File: config.mk
export PLATFORM = sky130hd
export DESIGN_NAME = hsv_colour_bbox
export DESIGN_NICKNAME = d
export VERILOG_FILES = /design/src/rtl/hsv_colour_bbox.sv
export SDC_FILE = /design/constraint.sdc
export NUM_CORES = 1
export LEC_CHECK = 0
export ABC_AREA = 1
export CORE_UTILIZATION = 51
export DETAILED_ROUTE_END_ITERATION = 10
export PLACE_DENSITY_LB_ADDON = 0.15
export SLEW_MARGIN = 20
export SYNTH_ARGS = -nofsm -noshare
export SYNTH_HDL_FRONTEND = slang
export SYNTH_SLANG_ARGS = --single-unit
File: constraint.sdc
create_clock -name clk -period 2.7 [get_ports clk]
set_input_delay 0.27 -clock clk [delete_from_list [all_inputs] [get_ports clk]]
set_output_delay 0.27 -clock clk [all_outputs]
set_load 0.02 [all_outputs]
File: src/rtl/hsv_colour_bbox.sv
// HSV colour-window classifier with per-frame bounding box, match count and mask.
// HSV_COLOUR_BBOX_RUN_FILTER_EN: count a pixel only if the previous pixel in its row also matched.
module hsv_colour_bbox #(
  parameter int IMAGE_W = 640,
  parameter int IMAGE_H = 480,
  parameter int XW      = 11,
  parameter int YW      = 10,
  parameter int CNT_W   = 19
) (
  input  logic             clk,
  input  logic             rst,
  input  logic [8:0]       hsv_h,
  input  logic [7:0]       hsv_s,
  input  logic [7:0]       hsv_v,
  input  logic             in_valid,
  input  logic             in_sop,
  input  logic             in_eop,
  input  logic [8:0]       h_min,
  input  logic [8:0]       h_max,
  input  logic [7:0]       s_min,
  input  logic [7:0]       v_min,
  output logic             mask_out,
  output logic             mask_valid,
  output logic             bbox_valid,
  output logic             bbox_found,
  output logic [XW-1:0]    x_min,
  output logic [XW-1:0]    x_max,
  output logic [YW-1:0]    y_min,
  output logic [YW-1:0]    y_max,
  output logic [CNT_W-1:0] match_cnt
);

  typedef enum logic {IDLE, ACTIVE} state_t;

  localparam logic [XW-1:0] X_LAST = XW'(IMAGE_W - 1);
  localparam logic [YW-1:0] Y_LAST = YW'(IMAGE_H - 1);

  state_t state_q, state_d;

  logic [XW-1:0]    x_q, cx, nx;
  logic [YW-1:0]    y_q, cy, ny;
  logic             accept, hue_ok, match, counted;

  logic             found_q, found_b, found_d;
  logic [XW-1:0]    xmin_q, xmin_b, xmin_d;
  logic [XW-1:0]    xmax_q, xmax_b, xmax_d;
  logic [YW-1:0]    ymin_q, ymin_b, ymin_d;
  logic [YW-1:0]    ymax_q, ymax_b, ymax_d;
  logic [CNT_W-1:0] cnt_q, cnt_b, cnt_d;

  assign accept = in_valid && (state_q == ACTIVE || in_sop);
  assign cx     = in_sop ? '0 : x_q;
  assign cy     = in_sop ? '0 : y_q;

  assign hue_ok = (h_min <= h_max)
                ? (hsv_h >= h_min && hsv_h <= h_max)
                : (hsv_h >= h_min || hsv_h <= h_max);
  assign match  = hue_ok && hsv_s >= s_min && hsv_v >= v_min;

`ifdef HSV_COLOUR_BBOX_RUN_FILTER_EN
  logic prev_q;
  assign counted = match && prev_q && (cx != '0);

  always_ff @(posedge clk) begin
    if (rst)         prev_q <= 1'b0;
    else if (accept) prev_q <= match;
  end
`else
  assign counted = match;
`endif

  // A sop pixel starts from empty accumulators, discarding any partial frame
  assign found_b = in_sop ? 1'b0 : found_q;
  assign xmin_b  = in_sop ? '0 : xmin_q;
  assign xmax_b  = in_sop ? '0 : xmax_q;
  assign ymin_b  = in_sop ? '0 : ymin_q;
  assign ymax_b  = in_sop ? '0 : ymax_q;
  assign cnt_b   = in_sop ? '0 : cnt_q;

  always_comb begin
    found_d = found_b;
    xmin_d  = xmin_b;
    xmax_d  = xmax_b;
    ymin_d  = ymin_b;
    ymax_d  = ymax_b;
    cnt_d   = cnt_b;
    if (counted) begin
      found_d = 1'b1;
      xmin_d  = (!found_b || cx < xmin_b) ? cx : xmin_b;
      xmax_d  = (!found_b || cx > xmax_b) ? cx : xmax_b;
      ymin_d  = (!found_b || cy < ymin_b) ? cy : ymin_b;
      ymax_d  = (!found_b || cy > ymax_b) ? cy : ymax_b;
      cnt_d   = (&cnt_b) ? cnt_b : cnt_b + 1'b1;
    end
  end

  always_comb begin
    nx = cx + 1'b1;
    ny = cy;
    if (cx == X_LAST) begin
      nx = '0;
      ny = (cy == Y_LAST) ? cy : cy + 1'b1;
    end
  end

  always_comb begin
    state_d = state_q;
    if (accept) begin
      if (in_eop)      state_d = IDLE;
      else if (in_sop) state_d = ACTIVE;
    end
  end

  always_ff @(posedge clk) begin
    if (rst) begin
      state_q    <= IDLE;
      x_q        <= '0;
      y_q        <= '0;
      found_q    <= 1'b0;
      xmin_q     <= '0;
      xmax_q     <= '0;
      ymin_q     <= '0;
      ymax_q     <= '0;
      cnt_q      <= '0;
      mask_out   <= 1'b0;
      mask_valid <= 1'b0;
      bbox_valid <= 1'b0;
      bbox_found <= 1'b0;
      x_min      <= '0;
      x_max      <= '0;
      y_min      <= '0;
      y_max      <= '0;
      match_cnt  <= '0;
    end else begin
      state_q    <= state_d;
      mask_valid <= accept;
      mask_out   <= accept && match;
      bbox_valid <= accept && in_eop;
      if (accept) begin
        x_q     <= nx;
        y_q     <= ny;
        found_q <= found_d;
        xmin_q  <= xmin_d;
        xmax_q  <= xmax_d;
        ymin_q  <= ymin_d;
        ymax_q  <= ymax_d;
        cnt_q   <= cnt_d;
        if (in_eop) begin
          bbox_found <= found_d;
          x_min      <= found_d ? xmin_d : '0;
          x_max      <= found_d ? xmax_d : '0;
          y_min      <= found_d ? ymin_d : '0;
          y_max      <= found_d ? ymax_d : '0;
          match_cnt  <= found_d ? cnt_d : '0;
        end
      end
    end
  end

endmodule

==> flow_metrics.tcl <==
set metrics [dict create \
    worst-endpoint-required_ns 3.06 \
    register_bit_count_reported_by_yosys 149 \
    setup_viol 0 \
    ys_seq_area_frac 0.299 \
    critical_path_stages 13 \
    dieHeight_um 142 \
    cts_buffers 17 \
    placed_cell_area_um2 11900 \
    avgSynthCellArea_um2 6.32 \
    holdWs_ns 0.0999 \
    timing.critical_path.buf_inv 2 \
    num-nets-final 1872 \
    floorplan.core_area_um2 19000 \
    clkPwrFrac 0.433 \
    period_needed_ns 2.36 \
    grt_util_met1 0.352 \
    buffer_ports.inserted 128 \
    globalRouteMet3Util 0.0533 \
    cts.hold.buffers_added 0 \
    reg2reg_depth 17 \
    timing.critical_path.max_delay_family "simple AND/OR/NAND/NOR gates" \
    area_leader_netlist "sky130_fd_sc_hd__dfxtp_1" \
    timing.reg2reg.setup_slack_ns 0.37 \
    drt_pre_antenna_iters 5 \
    clk_pin_slew_worst_paths_ns 0.06 \
    cts-root-buf "sky130_fd_sc_hd__clkbuf_16" \
    yosysMostFrequentCell "sky130_fd_sc_hd__nand2_1" \
    critPathMaxStageDelay_ns 0.52 \
    cp_slowest_cell "sky130_fd_sc_hd__a21oi_2" \
    die-area_um2 20100 \
    cell_pwr_density_nw_per_um2 446 \
    worstSkewPairLatency_ns 0.43 \
    synth_top_cells_by_area "sky130_fd_sc_hd__dfxtp_1, sky130_fd_sc_hd__nand2_1, sky130_fd_sc_hd__ha_1" \
    post-cts-setup-buffers 0 \
    synth_top_area_frac 0.299 \
    worst_clock_skew_ns 0.0108 \
    die_w_um 142 \
    ant_nets 0 \
    route.detailed.wl_per_inst_um 13.2 \
    timing.critical_path.fanout_max 10 \
    netlist-cell-type-count 37 \
    start_util 0.526 \
    final.period_utilization 0.873 \
    synthesis.area_um2 9960 \
    vdd_drop_max_uv 492 \
    finalCoreUtilization 0.659 \
    cts_sinks 149 \
    report.final.slew_viol_count 0 \
    timing.rr.end "ymax_q[9]" \
    grt_setup_unrepaired "no" \
    timing.max_cap.violations 0 \
    h_tree_level_count 4 \
    slew_headroom 0.327 \
    ys_async_sr_fraction 0 \
    detail_route.wirelength_mm 26.3 \
    tritoncts "done" \
    critPathKind "in -> reg" \
    flow.area_growth_from_synthesis_pct 25.5 \
    critPathArrivalTime_ns 2.71 \
    pin_count 129 \
    fmaxAchievable_mhz 424 \
    setup.worst_path.end_class "flop" \
    timing.critical_path.from_type "primary input" \
    worst-slew-pin-transition_ns 1.01 \
    crit_path_end "x_max[0]" \
    cell_breakdown_of_the_critical_path "clkdlybuf4s50_1 > inv_1 > ha_1 > nand2_1 > nor2_1 > nand3_1 > nand3_1 > nor2_1 > nand3_1 > nand4_2 > a21oi_2 > nand2_1 > a21oi_1" \
    p_seq_frac 0.415 \
    hpwlAfterDp_mm 18.6 \
    synth.net_count 1726 \
    vias_per_inst 5.07 \
    grt_pass1_wl_mm 44.1 \
    run_status "completed" \
    busiest_layer "met2" \
    timing.setup.tns_ns 0 \
    most_used_cell_cp "sky130_fd_sc_hd__nand3_1" \
    synth_top_flop_cell "sky130_fd_sc_hd__dfxtp_1" \
    ratio_of_cells_with_drive_above_1_in_the_final_layout 0.0836 \
    total_power_mw 5.57 \
    vias_in_the_first_global_route 9444 \
    net_switching_share_of_the_total_power 0.274 \
    static-leakage-power_nw 6.12 \
    total_global_route_track_usage 0.273 \
    num_vias 10100 \
    final_design_area_no_fill_um2 12500 \
    power_report.internal_total_mw 4.04 \
    grt_antenna_before_repair 0 \
    synth_edf_count 0 \
    synthesis.instances 1576 \
    globalplace.congestion 0.906 \
    synth_commonest_cells "sky130_fd_sc_hd__nand2_1, sky130_fd_sc_hd__inv_1, sky130_fd_sc_hd__dfxtp_1, sky130_fd_sc_hd__a21oi_1, sky130_fd_sc_hd__o21ai_0" \
    worstHoldPathType "in -> reg" \
    power_frac_comb 0.152 \
    detailed_route_iter0_violations 776 \
    synth-warning-count 0 \
    r2r_start "y_q[8]" \
    use_met2 0.457 \
    power.net_switching_mw 1.53 \
    timing.critical_path.from "h_min[8]" \
    grt_max_degree 117 \
    global_route.overflow_total 0 \
    fp-row-count 50 \
    drc_errors 0 \
    timing.final.hold_violations 0 \
    cts_buffer_depth 2 \
]
stage by stage:
| step | worst slack (ns) | instances |
|---|---|---|
| 6_report | 0.343 | 1996 |
| 5_1_grt | 0.0758 | 1995 |
| 4_1_cts | 0.315 | 1995 |
| 3_5_place_dp | -0.0692 | 1963 |
| 3_3_place_gp | -0.0606 | 1963 |
| 2_1_floorplan | 0.0652 | 1576 |
area by class of cell:
type	count	area, um^2
diodes	1	2.50
flip-flops and latches	149	2980
clock buffers	22	474
clock inverters	10	123
fillers	1755	6460
repair buffers	197	1910
inverters	237	891
multi-input cells	1120	5790
well taps	260	325
flip-flops by register name (all words and copies together) (netlist names), 11 cells and up:
register	count
xmin_q	11
xmax_q	11
cnt_q	19
match_cnt	19
x_min	11
x_max	11
x_q	11
per-layer routing:
| layer | routed length (um) | share of wire |
|---|---|---|
| met5 | 0 | 0 |
| met4 | 397 | 0.015 |
| met3 | 1460 | 0.055 |
| met2 | 12100 | 0.46 |
| met1 | 12300 | 0.47 |
power groups by stage:
stage	combinational (mW)	clock, mW	sequential (mW)
finish	0.848	2.41	2.31
global route	0.968	2.57	2.32
CTS	0.848	2.46	2.31
detailed placement	0.842	0	2.36
global placement	0.822	0	2.36
floorplan	0.547	0	2.35
cells by family (layout without fill, tap and decap cells):
logic type / count (synthesis) / after routing / synth area share
AO/OA/AOI/OAI: 250 / 250 / 0.130
XOR/XNOR: 23 / 23 / 0.0202
AND/OR/NAND/NOR: 761 / 761 / 0.322
adder cells (fa/ha/maj): 86 / 86 / 0.108
buffers and inverters: 307 / 466 / 0.121
other: 0 / 1 / 0
flip-flops: 149 / 149 / 0.299
cells in the final DEF (no fill, tap or decap), types with 19 or more instances in the layout:
master / Yosys / routed
sky130_fd_sc_hd__o21ai_0: 94 / 94
sky130_fd_sc_hd__clkdlybuf4s50_1: 0 / 126
sky130_fd_sc_hd__inv_1: 231 / 231
sky130_fd_sc_hd__ha_1: 86 / 86
sky130_fd_sc_hd__o21ai_1: 29 / 29
sky130_fd_sc_hd__nand3_1: 80 / 80
sky130_fd_sc_hd__a21oi_1: 113 / 113
sky130_fd_sc_hd__dfxtp_1: 149 / 149
sky130_fd_sc_hd__nor2_1: 74 / 72
sky130_fd_sc_hd__nand2_1: 531 / 531
sky130_fd_sc_hd__buf_4: 4 / 59
sky130_fd_sc_hd__nand4_1: 19 / 19
worst min-delay path by stage:
stage / from / to / slack, ns / depth (start not counted)
floorplan: in_eop / bbox_valid / 0.43 / 2
global placement: match_cnt[17] / match_cnt[17] / 0.44 / 2
detailed placement: x_min[6] / x_min[6] / 0.44 / 2
CTS: rst / bbox_valid / 0.08 / 2
global route: rst / bbox_valid / 0.1 / 2
finish: rst / bbox_valid / 0.1 / 2
repair_timing:
action	CTS	global route
endpoints found under the hold margin	0	0
endpoints found under the setup margin	0	8
gates resized for setup	0	2
No activity file was read; power rests on OpenSTA's default activity.
